### config.mk
export PLATFORM = sky130hd
export DESIGN_NAME = pwm_capture
export DESIGN_NICKNAME = d
export VERILOG_FILES = /design/src/rtl/pwm_capture_pkg.sv /design/src/rtl/pwm_edge_sync.sv /design/src/rtl/pwm_capture.sv
export SDC_FILE = /design/constraint.sdc
export NUM_CORES = 1
export LEC_CHECK = 0
export CAP_MARGIN = 20
export CORE_UTILIZATION = 50
export CTS_BUF_LIST = sky130_fd_sc_hd__clkbuf_16
export CTS_CLUSTER_DIAMETER = 60
export DETAILED_ROUTE_END_ITERATION = 12
export HOLD_SLACK_MARGIN = 0.06
export PLACE_DENSITY = 0.73
export SLEW_MARGIN = 20
export SYNTH_ARGS = -nofsm -noshare
export SYNTH_HDL_FRONTEND = slang
export SYNTH_HIERARCHICAL = 1
export SYNTH_SLANG_ARGS = --single-unit
### constraint.sdc
create_clock -name clk -period 3.4 [get_ports clk]
set_input_delay 0.51 -clock clk [delete_from_list [all_inputs] [get_ports clk]]
set_output_delay 0.51 -clock clk [all_outputs]
set_load 0.005 [all_outputs]
### src/rtl/pwm_capture_pkg.sv
// Shared types and constants for the PWM period/high-time capture block.
// Imported by the RTL and by the testbench.
package pwm_capture_pkg;

    typedef enum logic [1:0] {
        IDLE  = 2'd0,
        ARMED = 2'd1,
        RUN   = 2'd2
    } state_t;

    localparam int CNT_W_DEFAULT = 16;
    localparam int SYNC_STAGES   = 2;

    // TIMEOUT must fit the counter and leave room for at least one counted cycle.
    function automatic bit timeout_legal(input int timeout_cycles, input int cnt_w);
        return (timeout_cycles >= 2) &&
               (longint'(timeout_cycles) <= ((longint'(1) << cnt_w) - 1));
    endfunction

endpackage

### src/rtl/pwm_edge_sync.sv
// Multi-flop synchronizer for an asynchronous pin plus a delay flop,
// giving the synchronized level and one-cycle rise/fall pulses.
module pwm_edge_sync
    import pwm_capture_pkg::*;
#(
    parameter int STAGES = SYNC_STAGES
) (
    input  logic clk,
    input  logic rst_n,
    input  logic sig,
    output logic s,
    output logic rise,
    output logic fall
);

    logic [STAGES-1:0] sync_reg;
    logic              s_d_reg;

    always_ff @(posedge clk or negedge rst_n) begin
        if (!rst_n) begin
            sync_reg <= '0;
            s_d_reg  <= 1'b0;
        end else begin
            sync_reg <= {sync_reg[STAGES-2:0], sig};
            s_d_reg  <= sync_reg[STAGES-1];
        end
    end

    assign s    = sync_reg[STAGES-1];
    assign rise = s & ~s_d_reg;
    assign fall = ~s & s_d_reg;

endmodule

### src/rtl/pwm_capture.sv
// Measures period and high time of a PWM input in clk cycles, with a
// timeout strobe that flags a dead or stuck (0 %/100 % duty) input.
module pwm_capture
    import pwm_capture_pkg::*;
#(
    parameter int CNT_W   = CNT_W_DEFAULT,
    parameter int TIMEOUT = 65535
) (
    input  logic             clk,
    input  logic             rst_n,
    input  logic             enable,
    input  logic             pwm_in,
    output logic             meas_valid,
    output logic [CNT_W-1:0] period_cnt,
    output logic [CNT_W-1:0] high_cnt,
    output logic             timeout,
    output logic             level
);

    localparam logic [CNT_W-1:0] CNT_ONE   = CNT_W'(1);
    localparam logic [CNT_W-1:0] CNT_LIMIT = CNT_W'(TIMEOUT);

    if (!timeout_legal(TIMEOUT, CNT_W)) begin : g_bad_timeout
        $error("pwm_capture: TIMEOUT must lie in 2 .. 2**CNT_W-1");
    end

    logic s;
    logic rise;
    logic fall;

    pwm_edge_sync #(
        .STAGES(SYNC_STAGES)
    ) u_sync (
        .clk  (clk),
        .rst_n(rst_n),
        .sig  (pwm_in),
        .s    (s),
        .rise (rise),
        .fall (fall)
    );

    state_t           state_reg;
    state_t           state_next;
    logic [CNT_W-1:0] cnt_reg;
    logic [CNT_W-1:0] high_lat_reg;
    logic [CNT_W-1:0] period_reg;
    logic [CNT_W-1:0] high_reg;
    logic             meas_valid_reg;
    logic             timeout_reg;
    logic             level_reg;

    logic at_limit;
    logic cnt_clear;
    logic cnt_load;
    logic cnt_inc;
    logic hl_clear;
    logic hl_load;
    logic meas_load;
    logic to_fire;

    // cnt never passes CNT_LIMIT: the timeout clears it first.
    assign at_limit = (cnt_reg == CNT_LIMIT);

    always_ff @(posedge clk or negedge rst_n) begin
        if (!rst_n) begin
            state_reg <= IDLE;
        end else begin
            state_reg <= state_next;
        end
    end

    always_comb begin
        state_next = state_reg;
        if (!enable) begin
            state_next = IDLE;
        end else begin
            case (state_reg)
                IDLE:  if (rise) state_next = ARMED;
                ARMED: begin
                    if (rise)          state_next = RUN;
                    else if (at_limit) state_next = IDLE;
                end
                RUN: begin
                    if (rise)          state_next = RUN;
                    else if (at_limit) state_next = IDLE;
                end
                default: state_next = IDLE;
            endcase
        end
    end

    // A rise takes priority over the timeout; enable low overrides everything.
    always_comb begin
        cnt_clear = 1'b0;
        cnt_load  = 1'b0;
        cnt_inc   = 1'b0;
        hl_clear  = 1'b0;
        hl_load   = 1'b0;
        meas_load = 1'b0;
        to_fire   = 1'b0;
        if (!enable) begin
            cnt_clear = 1'b1;
            hl_clear  = 1'b1;
        end else begin
            case (state_reg)
                IDLE: cnt_load = rise;
                ARMED, RUN: begin
                    if (rise) begin
                        cnt_load  = 1'b1;
                        meas_load = (state_reg == RUN);
                    end else if (at_limit) begin
                        to_fire   = 1'b1;
                        cnt_clear = 1'b1;
                    end else begin
                        cnt_inc   = 1'b1;
                    end
                    hl_load = fall;
                end
                default: cnt_clear = 1'b1;
            endcase
        end
    end

    always_ff @(posedge clk or negedge rst_n) begin
        if (!rst_n) begin
            cnt_reg        <= '0;
            high_lat_reg   <= '0;
            period_reg     <= '0;
            high_reg       <= '0;
            meas_valid_reg <= 1'b0;
            timeout_reg    <= 1'b0;
            level_reg      <= 1'b0;
        end else begin
            if (cnt_clear)     cnt_reg <= '0;
            else if (cnt_load) cnt_reg <= CNT_ONE;
            else if (cnt_inc)  cnt_reg <= cnt_reg + CNT_ONE;

            if (hl_clear)     high_lat_reg <= '0;
            else if (hl_load) high_lat_reg <= cnt_reg;

            meas_valid_reg <= meas_load;
            if (meas_load) begin
                period_reg <= cnt_reg;
                high_reg   <= high_lat_reg;
            end

            timeout_reg <= to_fire;
            if (to_fire) level_reg <= s;
        end
    end

    assign meas_valid = meas_valid_reg;
    assign period_cnt = period_reg;
    assign high_cnt   = high_reg;
    assign timeout    = timeout_reg;
    assign level      = level_reg;

endmodule

==> results of run 1 <==
==> per-layer routing <==
metal,routed length [um],share of wire (%)
met1,2940,46
met2,2970,47
met3,332,5.2
met4,119,1.9
met5,0,0
==> Yosys cell counts, drive strengths merged (6+ instances only) <==
library cell / count
dfrtp: 72
nand2: 47
mux2: 31
a21boi: 16
a21oi: 13
clkbuf: 10
o21ai: 8
or4: 8
inv: 7
nand3: 7
nand4: 7
buf: 6
nor3: 6
o31ai: 6
==> worst min-delay path by stage <==
stage / endpoint / startpoint / slack [ps] / cells past startpoint
after global placement: u_sync/sync_reg[1] / u_sync/sync_reg[0] / 330 / 0
after floorplan: cnt_reg[0] / rst_n / 210 / 0
after detailed placement: u_sync/sync_reg[1] / u_sync/sync_reg[0] / 330 / 0
final: u_sync/sync_reg[1] / u_sync/sync_reg[0] / 350 / 0
after global routing: u_sync/sync_reg[1] / u_sync/sync_reg[0] / 350 / 0
after CTS: u_sync/sync_reg[1] / u_sync/sync_reg[0] / 350 / 0
==> layout make-up <==
type                            count  share of cell area, %
Sequential cell                    72                   46.3
Multi-Input combinational cell    188                   33.5
Timing Repair Buffer               43                   10.6
Clock buffer                        9                   5.78
Tap cell                           75                   2.41
Clock inverter                      7                  0.803
Inverter                            7                  0.675
==> metrics by stage <==
stage          area (um^2)  setup slack [ps]  util, %
2_1_floorplan         3220              1390        -
3_3_place_gp          3640              1100     60.0
3_5_place_dp          3640              1050     60.0
4_1_cts               3890              1120     64.2
5_1_grt               3890               981     64.2
6_report              3890              1130     64.2
==> kinds of logic (layout without fill, tap and decap cells) <==
group                    after synthesis  after routing  share of synthesized area, %
AO/OA/AOI/OAI                         53             53                          11.5
adder cells (fa/ha/maj)                4              4                          1.55
buffers and inverters                 23             66                          3.58
flip-flops                            72             72                          56.0
multiplexers                          32             32                          11.2
AND/OR/NAND/NOR                       99             99                          16.3
==> critical path, delay by kind of cell (launching register included) <==
family,cells,cell delay [ps]
AOI/OAI and AO/OA,1,410
adders and majority gates,1,290
DFF,1,520
and+or+nand+nor,3,900
==> where the power goes <==
group	internal, uW	switching, uW	leakage (uW)	total [uW]
Clock	479	328	0.000139	807
Sequential	865	8.16	0.000998	873
Combinational	25.5	58.2	0.000559	83.7
==> results.json, run 1 <==
{
  "fin_cells": 401,
  "grt_util_all_layers_pct": 21.3,
  "setup_tns_ps": 0,
  "vias_per_cell": 5.75,
  "crit_type": "register to register",
  "placed_cells": 385,
  "rr_startpoint": "cnt_reg[0]",
  "postCtsSetupRepairBufs": 0,
  "powerDensity_mw_per_mm2": 453,
  "io_buffers": 38,
  "first_pass_iters": 4,
  "p_leak_uw": 0.00170,
  "start_util_pct": 53.1,
  "r2r_cells": 5,
  "ios": 39,
  "grtUsageMet2_pct": 33.0,
  "wirelength_um": 6360,
  "met1_usage_pct": 28.5,
  "routedWlPerCell_um": 15.9,
  "cp-startpoint": "cnt_reg[0]",
  "finalCritPeriodShare_pct": 66.8,
  "seqCellArea_mm2": 0.00180,
  "first_global_vias": 2176,
  "chipHeight_um": 82.2,
  "synth_nets": 291,
  "clk_pin_slew_ps": 50,
  "power_uw": 1760,
  "die-area_mm2": 0.00676,
  "clk_latency_ps": 330,
  "max_freq_mhz": 441,
  "ys_warn_count": 6,
  "post-synth-top-area-cell": "dfrtp_1",
  "cts_resized": 0,
  "drive_gt1_share_pct": 17.2,
  "syn_inst": 283,
  "synth_area_leaders": "dfrtp_1, mux2_2, nand2_1",
  "cp-endpoint": "cnt_reg[7]",
  "cts_hold_buf": 0,
  "chipWidth_um": 82.2,
  "drv_slew": 0,
  "final_common_cell": "dfrtp_1",
  "clock_sinks": 72,
  "finalNetCount": 329,
  "cts_htree_levels": 3,
  "relSlewSlack_pct": 41.1,
  "rsz0062_at_grt": "false",
  "fin_hold_ws_ps": 345,
  "dpl.hpwl_um": 4180,
  "peakVddDrop_uv": 309,
  "yosysSeqAreaShare_pct": 56.0,
  "cts_buffer_depth": 2,
  "synth_cell_types": 39,
  "synth_edf_count": 0,
  "status": "completed",
  "r2r_slack_ps": 1130,
  "finalCriticalPeriod_ps": 2270,
  "setup_viol": 0,
  "gp_congestion": 0.885,
  "worst_r2r_endpoint": "cnt_reg[7]",
  "fin_skew_ps": 5.77,
  "multi_input_area_mm2": 0.00130,
  "grt_pass1_wl_um": 10500,
  "diodes": 0,
  "most-common-layout-cells": "dfrtp_1, nand2_1, clkdlybuf4s50_1, mux2_2, a21boi_0",
  "antenna_found_initial": 0,
  "vias": 2304,
  "rows": 28,
  "max_stage_delay_ps": 600,
  "drt_iter0_markers": 107,
  "grt.overflow.total": 0,
  "hold_viol_final": 0,
  "synth_area_per_cell_um2": 11.4,
  "worstPathMaxFanout": 15,
  "syn_area_mm2": 0.00322,
  "startpoint_type": "register",
  "syn_to_final_growth_pct": 20.9,
  "min-delay-path-class": "register to register",
  "drc": 0,
  "drv_cap": 0,
  "slowest_stage": "or4_4",
  "cts_buffers": 9,
  "cts_tree": "built",
  "clk_root_buffer_cell": "clkbuf_16",
  "ant_nets": 0,
  "top_usage_layer": "met2",
  "arrival_ps": 2460,
  "fill_cells": 501,
  "crit_chain": "ha_1, nand4_1, or4_4, o221ai_4, nor3_1",
  "ys_ff_latch": 72,
  "required_ps": 3590,
  "worstMarginPinSlew_ps": 884,
  "coreArea_mm2": 0.00606,
  "synth_top_area_share_pct": 56.0,
  "end_kind": "register",
  "grt_max_degree": 73,
  "ys.flop_type": "dfrtp_1",
  "grt_use_met3_pct": 4.29,
  "async_reset_ff_share_pct": 100
}
Note: power is estimated with default switching activity, not from simulation.
==> inputs of run 2 (changes only) <==
clock period = 2.2 ns   (was 3.4 ns; I/O delays follow)
==> results.json, run 2 (same netlist as run 1, synthesis figures left out) <==
{
  "status": "completed",
  "drive_gt1_share_pct": 20.6,
  "most-common-layout-cells": "dfrtp_1, nand2_1, clkdlybuf4s50_1, mux2_2",
  "min-delay-path-class": "register to register",
  "end_kind": "register",
  "io_buffers": 38,
  "max_freq_mhz": 492,
  "cts_tree": "built",
  "setup_viol": 0,
  "ios": 39,
  "gp_congestion": 0.907,
  "antenna_found_initial": 0,
  "die-area_mm2": 0.00676,
  "wirelength_um": 6490,
  "setup_tns_ps": 0,
  "cts_htree_levels": 3,
  "worstMarginPinSlew_ps": 652,
  "fin_hold_ws_ps": 346,
  "hold_viol_final": 0,
  "finalNetCount": 342,
  "syn_to_final_growth_pct": 26.2,
  "rsz0062_at_grt": "false",
  "fin_skew_ps": 7.64,
  "finalCritPeriodShare_pct": 92.5,
  "finalCriticalPeriod_ps": 2030,
  "fill_cells": 483,
  "clock_sinks": 72,
  "grt_max_degree": 36,
  "grt_util_all_layers_pct": 22.3,
  "p_leak_uw": 0.00178,
  "top_layer_used": "met4",
  "drt_iter0_markers": 186,
  "clk_pin_slew_ps": 60,
  "cts_buffer_depth": 2,
  "clk_latency_ps": 330,
  "drc": 0,
  "chipHeight_um": 82.2,
  "first_pass_iters": 4,
  "coreArea_mm2": 0.00606,
  "final_common_cell": "dfrtp_1",
  "start_util_pct": 53.1,
  "dpl.hpwl_um": 4550,
  "grt.overflow.total": 0,
  "wl_met3_um": 259,
  "worstPathMaxFanout": 11,
  "drv_cap": 0,
  "diodes": 0,
  "drt-met1-wl_um": 3040,
  "cts_buffers": 9,
  "vias_per_cell": 5.72,
  "startpoint_type": "register",
  "placed_cells": 397,
  "wl_met2_um": 3060,
  "relSlewSlack_pct": 56.2,
  "rows": 28,
  "drv_slew": 0,
  "clk_root_buffer_cell": "clkbuf_16",
  "ant_nets": 0,
  "chipWidth_um": 82.2,
  "fin_cells": 414,
  "first_global_vias": 2278,
  "required_ps": 2450,
  "vias": 2370,
  "grt_pass1_wl_um": 11000,
  "routedWlPerCell_um": 15.7,
  "arrival_ps": 2280,
  "powerDensity_mw_per_mm2": 738,
  "crit_type": "register to register",
  "peakVddDrop_uv": 602,
  "power_uw": 3000
}
==> run 2: changes by cell type in the layout (fill, tap and decap cells not counted), moves of 2 or more <==
cell       previous run  this run
inv_1                 9         7
clkinv_2              4         2
bufinv_16             0         2
buf_4                 5        16
==> run 2: timing repair <==
item / 4_1_cts / 5_1_grt
resized for setup: 0 / 1
hold buffers: 1 / 0
setup buffers: 0 / 0
endpoints found under the setup margin: 0 / 1
hold endpoints to repair: 26 / 0
==> run 2: cell type report <==
cell class                      instances  area [um^2]  share of cell area (%)
Clock buffer                            9          225                    5.54
Clock inverter                          7         86.3                    2.12
Inverter                                7         26.3                   0.647
Multi-Input combinational cell        188         1310                    32.1
Sequential cell                        72         1800                    44.3
Tap cell                               75         93.8                    2.31
Timing Repair Buffer                   56          526                    12.9
==> run 2: critical path: stages, from the launching register on <==
cell     delay [ps]
dfrtp_1         370
inv_1            60
ha_2            400
and3b_1         240
nand4_4         200
or4_1           540
a21oi_1         150
==> run 2: path summary, 6_finish.rpt <==
kind	to	startpoint	slack [ps]	cells after the start
setup reg to reg	cnt_reg[9]	state_reg[1]	170	6
setup / recovery	cnt_reg[9]	state_reg[1]	170	6
min in group asynchronous	period_cnt[11]	rst_n	570	2
hold / removal	u_sync/sync_reg[1]	u_sync/sync_reg[0]	350	0
max in group asynchronous	meas_valid	rst_n	1020	3
hold reg to reg	u_sync/sync_reg[1]	u_sync/sync_reg[0]	350	0
==> run 2: report_power, final <==
part	switching, uW	internal [uW]
registers	6.02	1340
logic	96.9	49.0
clock network	528	981
==> run 2: layer usage <==
layer	vias to the layer above	GRT usage, %
li1	1130	-
met1	1173	29.2
met2	55	35.0
met3	12	4.62
met4	0	11.6
met5	-	0
==> run 2: per-stage QoR <==
step / worst slack (ps) / utilization (%) / instance area [um^2]
6_report: 166 / 67.1 / 4060
5_1_grt: 24.3 / 67.1 / 4060
4_1_cts: 146 / 67.0 / 4060
3_5_place_dp: 150 / 61.7 / 3740
3_3_place_gp: 178 / 61.7 / 3740
2_1_floorplan: 193 / - / 3220
